===== src/rtl/multicycle_ctrl_pkg.sv =====
// rv_ctrl_pkg: shared encodings for the RV32I multi-cycle control sequencer.
// Holds the opcode constants, FSM state type, ALU operation codes,
// writeback/branch select encodings, the instruction class type and a
// helper that says whether an opcode is one the sequencer can execute.
package rv_ctrl_pkg;

  localparam logic [6:0] LOAD   = 7'b0000011;
  localparam logic [6:0] STORE  = 7'b0100011;
  localparam logic [6:0] BRANCH = 7'b1100011;
  localparam logic [6:0] JAL    = 7'b1101111;
  localparam logic [6:0] JALR   = 7'b1100111;
  localparam logic [6:0] OP     = 7'b0110011;
  localparam logic [6:0] OP_IMM = 7'b0010011;
  localparam logic [6:0] LUI    = 7'b0110111;
  localparam logic [6:0] AUIPC  = 7'b0010111;

  typedef enum logic [2:0] {FETCH, DECODE, EXEC, MEM, WB, TRAP} state_e;

  typedef enum logic [3:0] {
    ADD = 4'd0, SUB = 4'd1, SLL = 4'd2, SLT = 4'd3, SLTU = 4'd4, XOR = 4'd5,
    SRL = 4'd6, SRA = 4'd7, OR = 4'd8, AND = 4'd9, PASS_B = 4'd10
  } alu_op_e;

  typedef enum logic [1:0] {WB_MEM = 2'b00, WB_ALU = 2'b01, WB_PC = 2'b10} wb_sel_e;

  localparam logic [2:0] BR_NONE = 3'b000;
  localparam logic [2:0] BR_BEQ  = 3'b001;
  localparam logic [2:0] BR_BNE  = 3'b010;
  localparam logic [2:0] BR_BLT  = 3'b011;
  localparam logic [2:0] BR_BGE  = 3'b100;
  localparam logic [2:0] BR_BLTU = 3'b101;
  localparam logic [2:0] BR_BGEU = 3'b110;
  localparam logic [2:0] BR_JUMP = 3'b111;

  typedef enum logic [2:0] {
    CL_NONE, CL_ALU, CL_LOAD, CL_STORE, CL_BRANCH, CL_JUMP
  } instr_class_e;

  function automatic logic opcode_legal(input logic [6:0] op);
    case (op)
      LOAD, STORE, BRANCH, JAL, JALR, OP, OP_IMM, LUI, AUIPC: return 1'b1;
      default: return 1'b0;
    endcase
  endfunction

endpackage


===== src/rtl/multicycle_ctrl_if.sv =====
// multicycle_ctrl_if: bundle between the control sequencer and the datapath.
//   master : the sequencer (takes opcode/f3/f7/stall/mem_ready, drives strobes)
//   slave  : the datapath side (drives decode fields and handshakes)
// With CTRL_PERF_EN defined the bundle also carries the instret/cycles
// performance counters (CNT_W bits); otherwise they do not exist.
interface multicycle_ctrl_if
`ifdef CTRL_PERF_EN
  #(parameter int CNT_W = 32)
`endif
  ;
  import rv_ctrl_pkg::*;

  logic [6:0] opcode;
  logic [2:0] f3;
  logic [6:0] f7;
  logic       stall;
  logic       mem_ready;

  logic       pc_en;
  logic       ir_en;
  logic       reg_wr;
  logic       mem_rd;
  logic       mem_wr;
  wb_sel_e    wb_ctrl;
  alu_op_e    alu_op;
  logic       alu_s1;
  logic       alu_s2;
  logic [2:0] branch_ctrl;
  logic [2:0] mem_ctrl;
  logic       illegal;
  logic       bus_err;
`ifdef CTRL_PERF_EN
  logic [CNT_W-1:0] instret;
  logic [CNT_W-1:0] cycles;
`endif

  modport master (
    input  opcode, f3, f7, stall, mem_ready,
`ifdef CTRL_PERF_EN
    output instret, cycles,
`endif
    output pc_en, ir_en, reg_wr, mem_rd, mem_wr, wb_ctrl, alu_op, alu_s1,
           alu_s2, branch_ctrl, mem_ctrl, illegal, bus_err
  );

  modport slave (
    output opcode, f3, f7, stall, mem_ready,
`ifdef CTRL_PERF_EN
    input  instret, cycles,
`endif
    input  pc_en, ir_en, reg_wr, mem_rd, mem_wr, wb_ctrl, alu_op, alu_s1,
           alu_s2, branch_ctrl, mem_ctrl, illegal, bus_err
  );

endinterface


===== src/rtl/multicycle_ctrl_decode.sv =====
// ctrl_decode: combinational instruction decoder for the sequencer.
// Inputs : latched opcode, f3 and the f7 "alternate" bit (f7[5]).
// Outputs: alu_op, alu_s1 (1=PC), alu_s2 (1=imm), branch_ctrl, wb_ctrl,
//          instruction class and legal flag.
module ctrl_decode
  import rv_ctrl_pkg::*;
(
  input  logic [6:0]   opcode,
  input  logic [2:0]   f3,
  input  logic         f7_alt,
  output alu_op_e      alu_op,
  output logic         alu_s1,
  output logic         alu_s2,
  output logic [2:0]   branch_ctrl,
  output wb_sel_e      wb_ctrl,
  output instr_class_e cls,
  output logic         legal
);

  alu_op_e f3_op;

  always_comb begin
    case (f3)
      3'b000:  f3_op = ADD;
      3'b001:  f3_op = SLL;
      3'b010:  f3_op = SLT;
      3'b011:  f3_op = SLTU;
      3'b100:  f3_op = XOR;
      3'b101:  f3_op = SRL;
      3'b110:  f3_op = OR;
      default: f3_op = AND;
    endcase
  end

  always_comb begin
    alu_op      = ADD;
    alu_s1      = 1'b0;
    alu_s2      = 1'b0;
    branch_ctrl = BR_NONE;
    wb_ctrl     = WB_ALU;
    cls         = CL_NONE;
    legal       = opcode_legal(opcode);
    case (opcode)
      OP: begin
        cls    = CL_ALU;
        alu_op = f3_op;
        if (f7_alt && f3 == 3'b000) alu_op = SUB;
        if (f7_alt && f3 == 3'b101) alu_op = SRA;
      end
      OP_IMM: begin
        // f7 only carries meaning for the shift-right-immediate pair.
        cls    = CL_ALU;
        alu_s2 = 1'b1;
        alu_op = f3_op;
        if (f7_alt && f3 == 3'b101) alu_op = SRA;
      end
      LUI: begin
        cls    = CL_ALU;
        alu_op = PASS_B;
        alu_s2 = 1'b1;
      end
      AUIPC: begin
        cls    = CL_ALU;
        alu_s1 = 1'b1;
        alu_s2 = 1'b1;
      end
      LOAD: begin
        cls     = CL_LOAD;
        alu_s2  = 1'b1;
        wb_ctrl = WB_MEM;
      end
      STORE: begin
        cls    = CL_STORE;
        alu_s2 = 1'b1;
      end
      BRANCH: begin
        cls    = CL_BRANCH;
        alu_op = SUB;
        case (f3)
          3'b000:  branch_ctrl = BR_BEQ;
          3'b001:  branch_ctrl = BR_BNE;
          3'b100:  branch_ctrl = BR_BLT;
          3'b101:  branch_ctrl = BR_BGE;
          3'b110:  branch_ctrl = BR_BLTU;
          3'b111:  branch_ctrl = BR_BGEU;
          default: branch_ctrl = BR_NONE;
        endcase
      end
      JAL: begin
        cls         = CL_JUMP;
        alu_s1      = 1'b1;
        alu_s2      = 1'b1;
        branch_ctrl = BR_JUMP;
        wb_ctrl     = WB_PC;
      end
      JALR: begin
        cls         = CL_JUMP;
        alu_s2      = 1'b1;
        branch_ctrl = BR_JUMP;
        wb_ctrl     = WB_PC;
      end
      default: ;
    endcase
  end

endmodule


===== src/rtl/multicycle_ctrl.sv =====
// multicycle_ctrl: multi-cycle control sequencer for the RV32I datapath.
// Steps each instruction through FETCH/DECODE/EXEC/MEM/WB, drives all
// datapath controls plus PC/IR enables, waits on mem_ready and traps on
// illegal opcodes or a data-memory timeout (TRAP is left only by reset).
// Ports: clk, reset (async, active-low), bus (multicycle_ctrl_if.master).
// Parameters: MEM_TIMEOUT (MEM cycles before bus error), CNT_W (perf).
// Optional: define CTRL_PERF_EN to add the instret/cycles counters.
module multicycle_ctrl
  import rv_ctrl_pkg::*;
#(
  parameter int MEM_TIMEOUT = 16
`ifdef CTRL_PERF_EN
  , parameter int CNT_W = 32
`endif
) (
  input logic               clk,
  input logic               reset,
  multicycle_ctrl_if.master bus
);

  localparam int WAIT_W = $clog2(MEM_TIMEOUT + 1);
  localparam logic [WAIT_W-1:0] WAIT_LAST = WAIT_W'(MEM_TIMEOUT - 1);

  state_e            state;
  logic [WAIT_W-1:0] wait_cnt;
  logic [6:0]        opcode_q;
  logic [2:0]        f3_q;
  logic              f7_alt_q;   // only f7[5] influences decode
  logic              illegal_q;
  logic              bus_err_q;

  alu_op_e      dec_alu_op;
  logic         dec_s1;
  logic         dec_s2;
  logic [2:0]   dec_br;
  wb_sel_e      dec_wb;
  instr_class_e dec_cls;
  logic         dec_legal;

  ctrl_decode u_decode (
    .opcode      (opcode_q),
    .f3          (f3_q),
    .f7_alt      (f7_alt_q),
    .alu_op      (dec_alu_op),
    .alu_s1      (dec_s1),
    .alu_s2      (dec_s2),
    .branch_ctrl (dec_br),
    .wb_ctrl     (dec_wb),
    .cls         (dec_cls),
    .legal       (dec_legal)
  );

  always_ff @(posedge clk or negedge reset) begin
    if (!reset) begin
      state     <= FETCH;
      wait_cnt  <= '0;
      opcode_q  <= '0;
      f3_q      <= '0;
      f7_alt_q  <= 1'b0;
      illegal_q <= 1'b0;
      bus_err_q <= 1'b0;
    end else begin
      case (state)
        FETCH: if (!bus.stall) state <= DECODE;
        DECODE: begin
          opcode_q <= bus.opcode;
          f3_q     <= bus.f3;
          f7_alt_q <= bus.f7[5];
          // The latched copy is not visible until EXEC, so legality is
          // judged on the live opcode here.
          if (opcode_legal(bus.opcode)) begin
            state <= EXEC;
          end else begin
            state     <= TRAP;
            illegal_q <= 1'b1;
          end
        end
        EXEC: begin
          wait_cnt <= '0;
          if (!dec_legal) begin
            state     <= TRAP;
            illegal_q <= 1'b1;
          end else begin
            case (dec_cls)
              CL_BRANCH:        state <= FETCH;
              CL_LOAD, CL_STORE: state <= MEM;
              CL_ALU, CL_JUMP:  state <= WB;
              default: begin
                state     <= TRAP;
                illegal_q <= 1'b1;
              end
            endcase
          end
        end
        MEM: begin
          // Ready is tested first so a response in the final allowed
          // cycle still completes the access.
          if (bus.mem_ready) begin
            if (dec_cls == CL_LOAD) state <= WB;
            else                    state <= FETCH;
          end else if (wait_cnt == WAIT_LAST) begin
            state     <= TRAP;
            bus_err_q <= 1'b1;
          end else begin
            wait_cnt <= wait_cnt + WAIT_W'(1);
          end
        end
        WB:      state <= FETCH;
        default: state <= TRAP;
      endcase
    end
  end

  // Strobes decode from the state register and the latched instruction.
  // ir_en is gated by reset because FETCH is also the reset state.
  always_comb begin
    bus.pc_en       = 1'b0;
    bus.ir_en       = 1'b0;
    bus.reg_wr      = 1'b0;
    bus.mem_rd      = 1'b0;
    bus.mem_wr      = 1'b0;
    bus.wb_ctrl     = WB_MEM;
    bus.alu_op      = ADD;
    bus.alu_s1      = 1'b0;
    bus.alu_s2      = 1'b0;
    bus.branch_ctrl = BR_NONE;
    bus.mem_ctrl    = 3'b000;
    case (state)
      FETCH: bus.ir_en = reset & ~bus.stall;
      EXEC: begin
        bus.alu_op      = dec_alu_op;
        bus.alu_s1      = dec_s1;
        bus.alu_s2      = dec_s2;
        bus.branch_ctrl = dec_br;
        bus.pc_en       = (dec_cls == CL_BRANCH) || (dec_cls == CL_JUMP);
      end
      MEM: begin
        bus.mem_rd   = (dec_cls == CL_LOAD);
        bus.mem_wr   = (dec_cls == CL_STORE);
        bus.mem_ctrl = f3_q;
        bus.pc_en    = (dec_cls == CL_STORE) && bus.mem_ready;
      end
      WB: begin
        bus.reg_wr  = 1'b1;
        bus.wb_ctrl = dec_wb;
        bus.pc_en   = (dec_cls != CL_JUMP);
      end
      default: ;
    endcase
    bus.illegal = illegal_q;
    bus.bus_err = bus_err_q;
  end

`ifdef CTRL_PERF_EN
  logic [CNT_W-1:0] instret_q;
  logic [CNT_W-1:0] cycles_q;

  always_ff @(posedge clk or negedge reset) begin
    if (!reset) begin
      instret_q <= '0;
      cycles_q  <= '0;
    end else begin
      cycles_q <= cycles_q + CNT_W'(1);
      if (bus.pc_en) instret_q <= instret_q + CNT_W'(1);
    end
  end

  assign bus.instret = instret_q;
  assign bus.cycles  = cycles_q;
`endif

endmodule


===== src/flat_wrapper.sv =====
// flat-port wrapper written by rule: the top's interface ports become plain ports
module multicycle_ctrl_flat import rv_ctrl_pkg::*;
#(
  parameter int MEM_TIMEOUT = 16

)
  (clk, reset, bus_opcode, bus_f3, bus_f7, bus_stall, bus_mem_ready, bus_pc_en, bus_ir_en, bus_reg_wr, bus_mem_rd, bus_mem_wr, bus_wb_ctrl, bus_alu_op, bus_alu_s1, bus_alu_s2, bus_branch_ctrl, bus_mem_ctrl, bus_illegal, bus_bus_err);
  multicycle_ctrl_if bus_i ();
  input logic clk;
  input logic reset;
  input wire logic [$bits(bus_i.opcode)-1:0] bus_opcode;
  input wire logic [$bits(bus_i.f3)-1:0] bus_f3;
  input wire logic [$bits(bus_i.f7)-1:0] bus_f7;
  input wire logic [$bits(bus_i.stall)-1:0] bus_stall;
  input wire logic [$bits(bus_i.mem_ready)-1:0] bus_mem_ready;
  output wire logic [$bits(bus_i.pc_en)-1:0] bus_pc_en;
  output wire logic [$bits(bus_i.ir_en)-1:0] bus_ir_en;
  output wire logic [$bits(bus_i.reg_wr)-1:0] bus_reg_wr;
  output wire logic [$bits(bus_i.mem_rd)-1:0] bus_mem_rd;
  output wire logic [$bits(bus_i.mem_wr)-1:0] bus_mem_wr;
  output wire logic [$bits(bus_i.wb_ctrl)-1:0] bus_wb_ctrl;
  output wire logic [$bits(bus_i.alu_op)-1:0] bus_alu_op;
  output wire logic [$bits(bus_i.alu_s1)-1:0] bus_alu_s1;
  output wire logic [$bits(bus_i.alu_s2)-1:0] bus_alu_s2;
  output wire logic [$bits(bus_i.branch_ctrl)-1:0] bus_branch_ctrl;
  output wire logic [$bits(bus_i.mem_ctrl)-1:0] bus_mem_ctrl;
  output wire logic [$bits(bus_i.illegal)-1:0] bus_illegal;
  output wire logic [$bits(bus_i.bus_err)-1:0] bus_bus_err;
  assign bus_i.opcode = bus_opcode;
  assign bus_i.f3 = bus_f3;
  assign bus_i.f7 = bus_f7;
  assign bus_i.stall = bus_stall;
  assign bus_i.mem_ready = bus_mem_ready;
  assign bus_pc_en = bus_i.pc_en;
  assign bus_ir_en = bus_i.ir_en;
  assign bus_reg_wr = bus_i.reg_wr;
  assign bus_mem_rd = bus_i.mem_rd;
  assign bus_mem_wr = bus_i.mem_wr;
  assign bus_wb_ctrl = bus_i.wb_ctrl;
  assign bus_alu_op = bus_i.alu_op;
  assign bus_alu_s1 = bus_i.alu_s1;
  assign bus_alu_s2 = bus_i.alu_s2;
  assign bus_branch_ctrl = bus_i.branch_ctrl;
  assign bus_mem_ctrl = bus_i.mem_ctrl;
  assign bus_illegal = bus_i.illegal;
  assign bus_bus_err = bus_i.bus_err;
  multicycle_ctrl #(.MEM_TIMEOUT(MEM_TIMEOUT)) u_core (.clk(clk), .reset(reset), .bus(bus_i));
endmodule

===== config.mk =====
export PLATFORM = sky130hd
export DESIGN_NAME = multicycle_ctrl_flat
export DESIGN_NICKNAME = d
export VERILOG_FILES = /design/src/rtl/multicycle_ctrl_pkg.sv /design/src/rtl/multicycle_ctrl_if.sv /design/src/rtl/multicycle_ctrl_decode.sv /design/src/rtl/multicycle_ctrl.sv /design/src/flat_wrapper.sv
export SDC_FILE = /design/constraint.sdc
export NUM_CORES = 1
export LEC_CHECK = 0
export ABC_CLOCK_PERIOD_IN_PS = 2800
export CAP_MARGIN = 20
export CORE_ASPECT_RATIO = 0.75
export CORE_MARGIN = 4
export CORE_UTILIZATION = 48
export CTS_CLUSTER_SIZE = 20
export DETAILED_ROUTE_END_ITERATION = 10
export HOLD_SLACK_MARGIN = 0.05
export PLACE_DENSITY = 0.8
export SLEW_MARGIN = 20
export SYNTH_ARGS = -nofsm -noshare
export SYNTH_HDL_FRONTEND = slang
export SYNTH_SLANG_ARGS = --single-unit

===== constraint.sdc =====
create_clock -name clk -period 2.8 [get_ports clk]
set_clock_uncertainty 0.15 [all_clocks]
set_input_delay 0.28 -clock clk [delete_from_list [all_inputs] [get_ports clk]]
set_output_delay 0.28 -clock clk [all_outputs]
set_load 0.01 [all_outputs]

==> results.sh <==
export IMPL_pwr_share_comb=0.422
export IMPL_cp_end_kind="primary output"
export IMPL_path_clk_slew_ns=0.08
export IMPL_relSlewSlack=0.568
export IMPL_fill_cells=239
export IMPL_wl_per_cell_um=15.6
export IMPL_die_h_um=57.2
export IMPL_core_rowCount=17
export IMPL_rsz0062_at_grt="false"
export IMPL_grt_start_max_net_pins=22
export IMPL_p_clk_frac=0.145
export IMPL_core_mm2=0.00302
export IMPL_syn_area_per_cell_um2=9.07
export IMPL_leakage_uw=0.000745
export IMPL_synth_compound_area_frac=0.188
export IMPL_tightest_slew_ns=0.648
export IMPL_post_route_period_util=0.958
export IMPL_power_internal_uw=808
export IMPL_io_buffers=35
export IMPL_die_area_mm2=0.00422
export IMPL_setup_viol=0
export IMPL_drt_initial_drc_count=147
export IMPL_grt_pass1_wl_um=6350
export IMPL_cp_arrival_ns=2.25
export IMPL_maxCapViolations=0
export IMPL_cellPowerDensity_mw_per_mm2=698
export IMPL_dr_pass1_iters=4
export IMPL_syn_inst=171
export IMPL_synth_async_reset_ratio=1.00
export IMPL_grt_pass1_vias=1380
export IMPL_grt_overflow_total=0
export IMPL_drc_errors=0
export IMPL_yosys_area_share_adder=0.0161
export IMPL_cts_buffers=3
export IMPL_hold_buffers=0
export IMPL_cp_max_fo=9
export IMPL_r2r_cells=7
export IMPL_chipWidth_um=73.7
export IMPL_routed_via_density=5.85
export IMPL_synth_xor_area_frac=0.00565
export IMPL_cts_root_buf="clkbuf_8"
export IMPL_seq_area_frac_synth=0.339
export IMPL_synthSimpleGateAreaFrac=0.298
export IMPL_crit_path_start_kind="flop"
export IMPL_synth_edf_count=0
export IMPL_layout_drive_gt1_share=0.158
export IMPL_cts_tree="yes"
export IMPL_finalHoldViolations=0
export IMPL_area_growth_pct=26.3
export IMPL_hold_slack_ns=0.295
export IMPL_reg2reg_to="u_core.state[2]"
export IMPL_cts_sinks=21
export IMPL_mostFrequentLayoutCells="34 x clkdlybuf4s50_1, 19 x dfrtp_1, 14 x nor2_1, 12 x nand2_1, 11 x a21oi_1"
export IMPL_gp_congestion=0.852
export IMPL_pin_count=42
export IMPL_synthMuxAreaShare=0.0863
export IMPL_synth_nets=194
export IMPL_r2r_start="u_core.wait_cnt[0]"
export IMPL_yosysUniqueCellTypes=54
export IMPL_ant_nets=0
export IMPL_hold_class="input port to asynchronous set/reset pin"
export IMPL_nets=227
export IMPL_switching_share=0.409
export IMPL_period_minus_slack_ns=2.68
export IMPL_hpwl_um=2920
export IMPL_via_count=1411
export IMPL_track_usage=0.187
export IMPL_yosys_warnings=0
export IMPL_clk_path_buf_depth=2
export IMPL_maxSlewViolCount=0
export IMPL_cp_required_ns=2.37
export IMPL_switchingPower_uw=560
export IMPL_finalSetupTns_ns=0
export IMPL_clk_latency_ns=0.26
export IMPL_reg2reg_slack_ns=0.56
export IMPL_status="completed"
export IMPL_final_common_cell="clkdlybuf4s50_1"
export IMPL_wirelength_um=3770
export IMPL_critical_path_class="flop to primary output"
export IMPL_cts_htree_levels=1
export IMPL_synth_top_family_by_area="simple AND/OR/NAND/NOR gates"
export IMPL_synth_seq_cells=21
export IMPL_start_util=0.514
export IMPL_power_frac_seq=0.432
export IMPL_diodes=0
export IMPL_grt_antenna_before_repair=0
export IMPL_ir_worst_vdd_mv=0.398
export IMPL_synth_cell_area_mm2=0.00155
export IMPL_synth_flop_cell="dfrtp_1"
export IMPL_timing_fmax_ghz=0.373
==> per-stage QoR <==
step | cells | utilization | worst slack [ns] | total power, uW | instance area [um^2]
2_1_floorplan | 171 | - | 0.687 | 1020 | 1550
3_3_place_gp | 235 | 0.625 | 0.328 | 1110 | 1890
3_5_place_dp | 235 | 0.625 | 0.303 | 1140 | 1890
4_1_cts | 239 | 0.640 | 0.0107 | 1340 | 1930
5_1_grt | 241 | 0.649 | 0.0107 | 1470 | 1960
6_report | 241 | 0.649 | 0.118 | 1370 | 1960
==> power groups by stage <==
stage                     clock [uW]  sequential, uW  combinational [uW]
after floorplan                    0             472                 548
after global placement             0             578                 528
after detailed placement           0             593                 547
after CTS                        201             587                 549
after global routing             218             615                 640
final                            199             591                 578
==> worst max-delay path by stage <==
| stage | slack, ns | endpoint | cells after the start | startpoint |
|---|---|---|---|---|
| 6_report | 0.12 | bus_branch_ctrl[2] | 5 | u_core.state[2] |
| 5_1_grt | 0.01 | bus_branch_ctrl[2] | 4 | u_core.opcode_q[4] |
| 4_1_cts | 0.01 | bus_branch_ctrl[2] | 5 | u_core.state[2] |
| 3_5_place_dp | 0.30 | bus_branch_ctrl[2] | 5 | u_core.state[2] |
| 3_3_place_gp | 0.33 | bus_branch_ctrl[2] | 5 | u_core.state[2] |
| 2_1_floorplan | 0.69 | u_core.wait_cnt[3] | 7 | u_core.wait_cnt[0] |
==> registers in the layout, indices dropped and copies added (netlist names) <==
| name | cells |
|---|---|
| u_core.opcode_q | 7 |
| u_core.wait_cnt | 5 |
| u_core.f3_q | 3 |
| u_core.state | 3 |
| u_core.bus.bus_err | 1 |
| u_core.bus.illegal | 1 |
| u_core.f7_alt_q | 1 |
==> worst max-delay path, stage by stage, from the launching register on <==
cell and delay [ns]:
dfrtp_2 0.45, nor2_2 0.13, nand2_2 0.14, or4_4 0.59
a21oi_1 0.13, clkdlybuf4s50_1 0.55
==> layout make-up <==
class / instances / area, um^2 / share of cell area
timing repair buffer: 40 / 390 / 0.199
sequential: 21 / 528 / 0.269
inverter: 5 / 18.8 / 0.00958
clock buffer: 4 / 45.0 / 0.0230
multi-input combinational: 133 / 930 / 0.474
tap: 38 / 47.5 / 0.0243
==> synthesized netlist by cell type (all sizes together) (2+ instances only) <==
cell type / number / share of area
dfrtp: 21 / 0.34
nor2: 15 / 0.038
nand2: 13 / 0.033
a21oi: 11 / 0.035
mux2: 11 / 0.080
o21ai: 9 / 0.029
clkbuf: 7 / 0.031
nor2b: 7 / 0.028
and3: 5 / 0.020
buf: 5 / 0.024
inv: 5 / 0.012
nand3: 5 / 0.016
a22o: 4 / 0.023
and2: 4 / 0.017
nor3: 4 / 0.013
nor3b: 4 / 0.019
a2111oi: 3 / 0.029
nand2b: 3 / 0.012
nand3b: 3 / 0.023
nor4: 3 / 0.022
or3: 3 / 0.012
or4: 3 / 0.017
a21boi: 2 / 0.0097
ha: 2 / 0.016
nand4: 2 / 0.0081
or2b: 2 / 0.010
==> per-layer routing <==
metal / up-vias / GRT usage / routed length [um]
li1: 684 / - / -
met1: 678 / 0.253 / 1680
met2: 47 / 0.311 / 1850
met3: 2 / 0.0440 / 233
met4: 0 / 0.0284 / 11
met5: - / 0 / 0
==> logic make-up (layout without fill, tap and decap cells) <==
group                      after synthesis  after routing
AOI/OAI and AO/OA                       40             40
xor gates and xnor gates                 1              1
adders and majority gates                2              2
buffers and inverters                   17             49
DFF                                     21             21
muxes                                   12             12
and+or+nand+nor                         78             78
==> timing repair <==
| item | CTS | global route |
|---|---|---|
| buffers inserted | 0 | 2 |
| resized for setup | 0 | 6 |
| endpoints found under the setup margin | 0 | 6 |
Note: power is estimated with default switching activity, not from simulation.
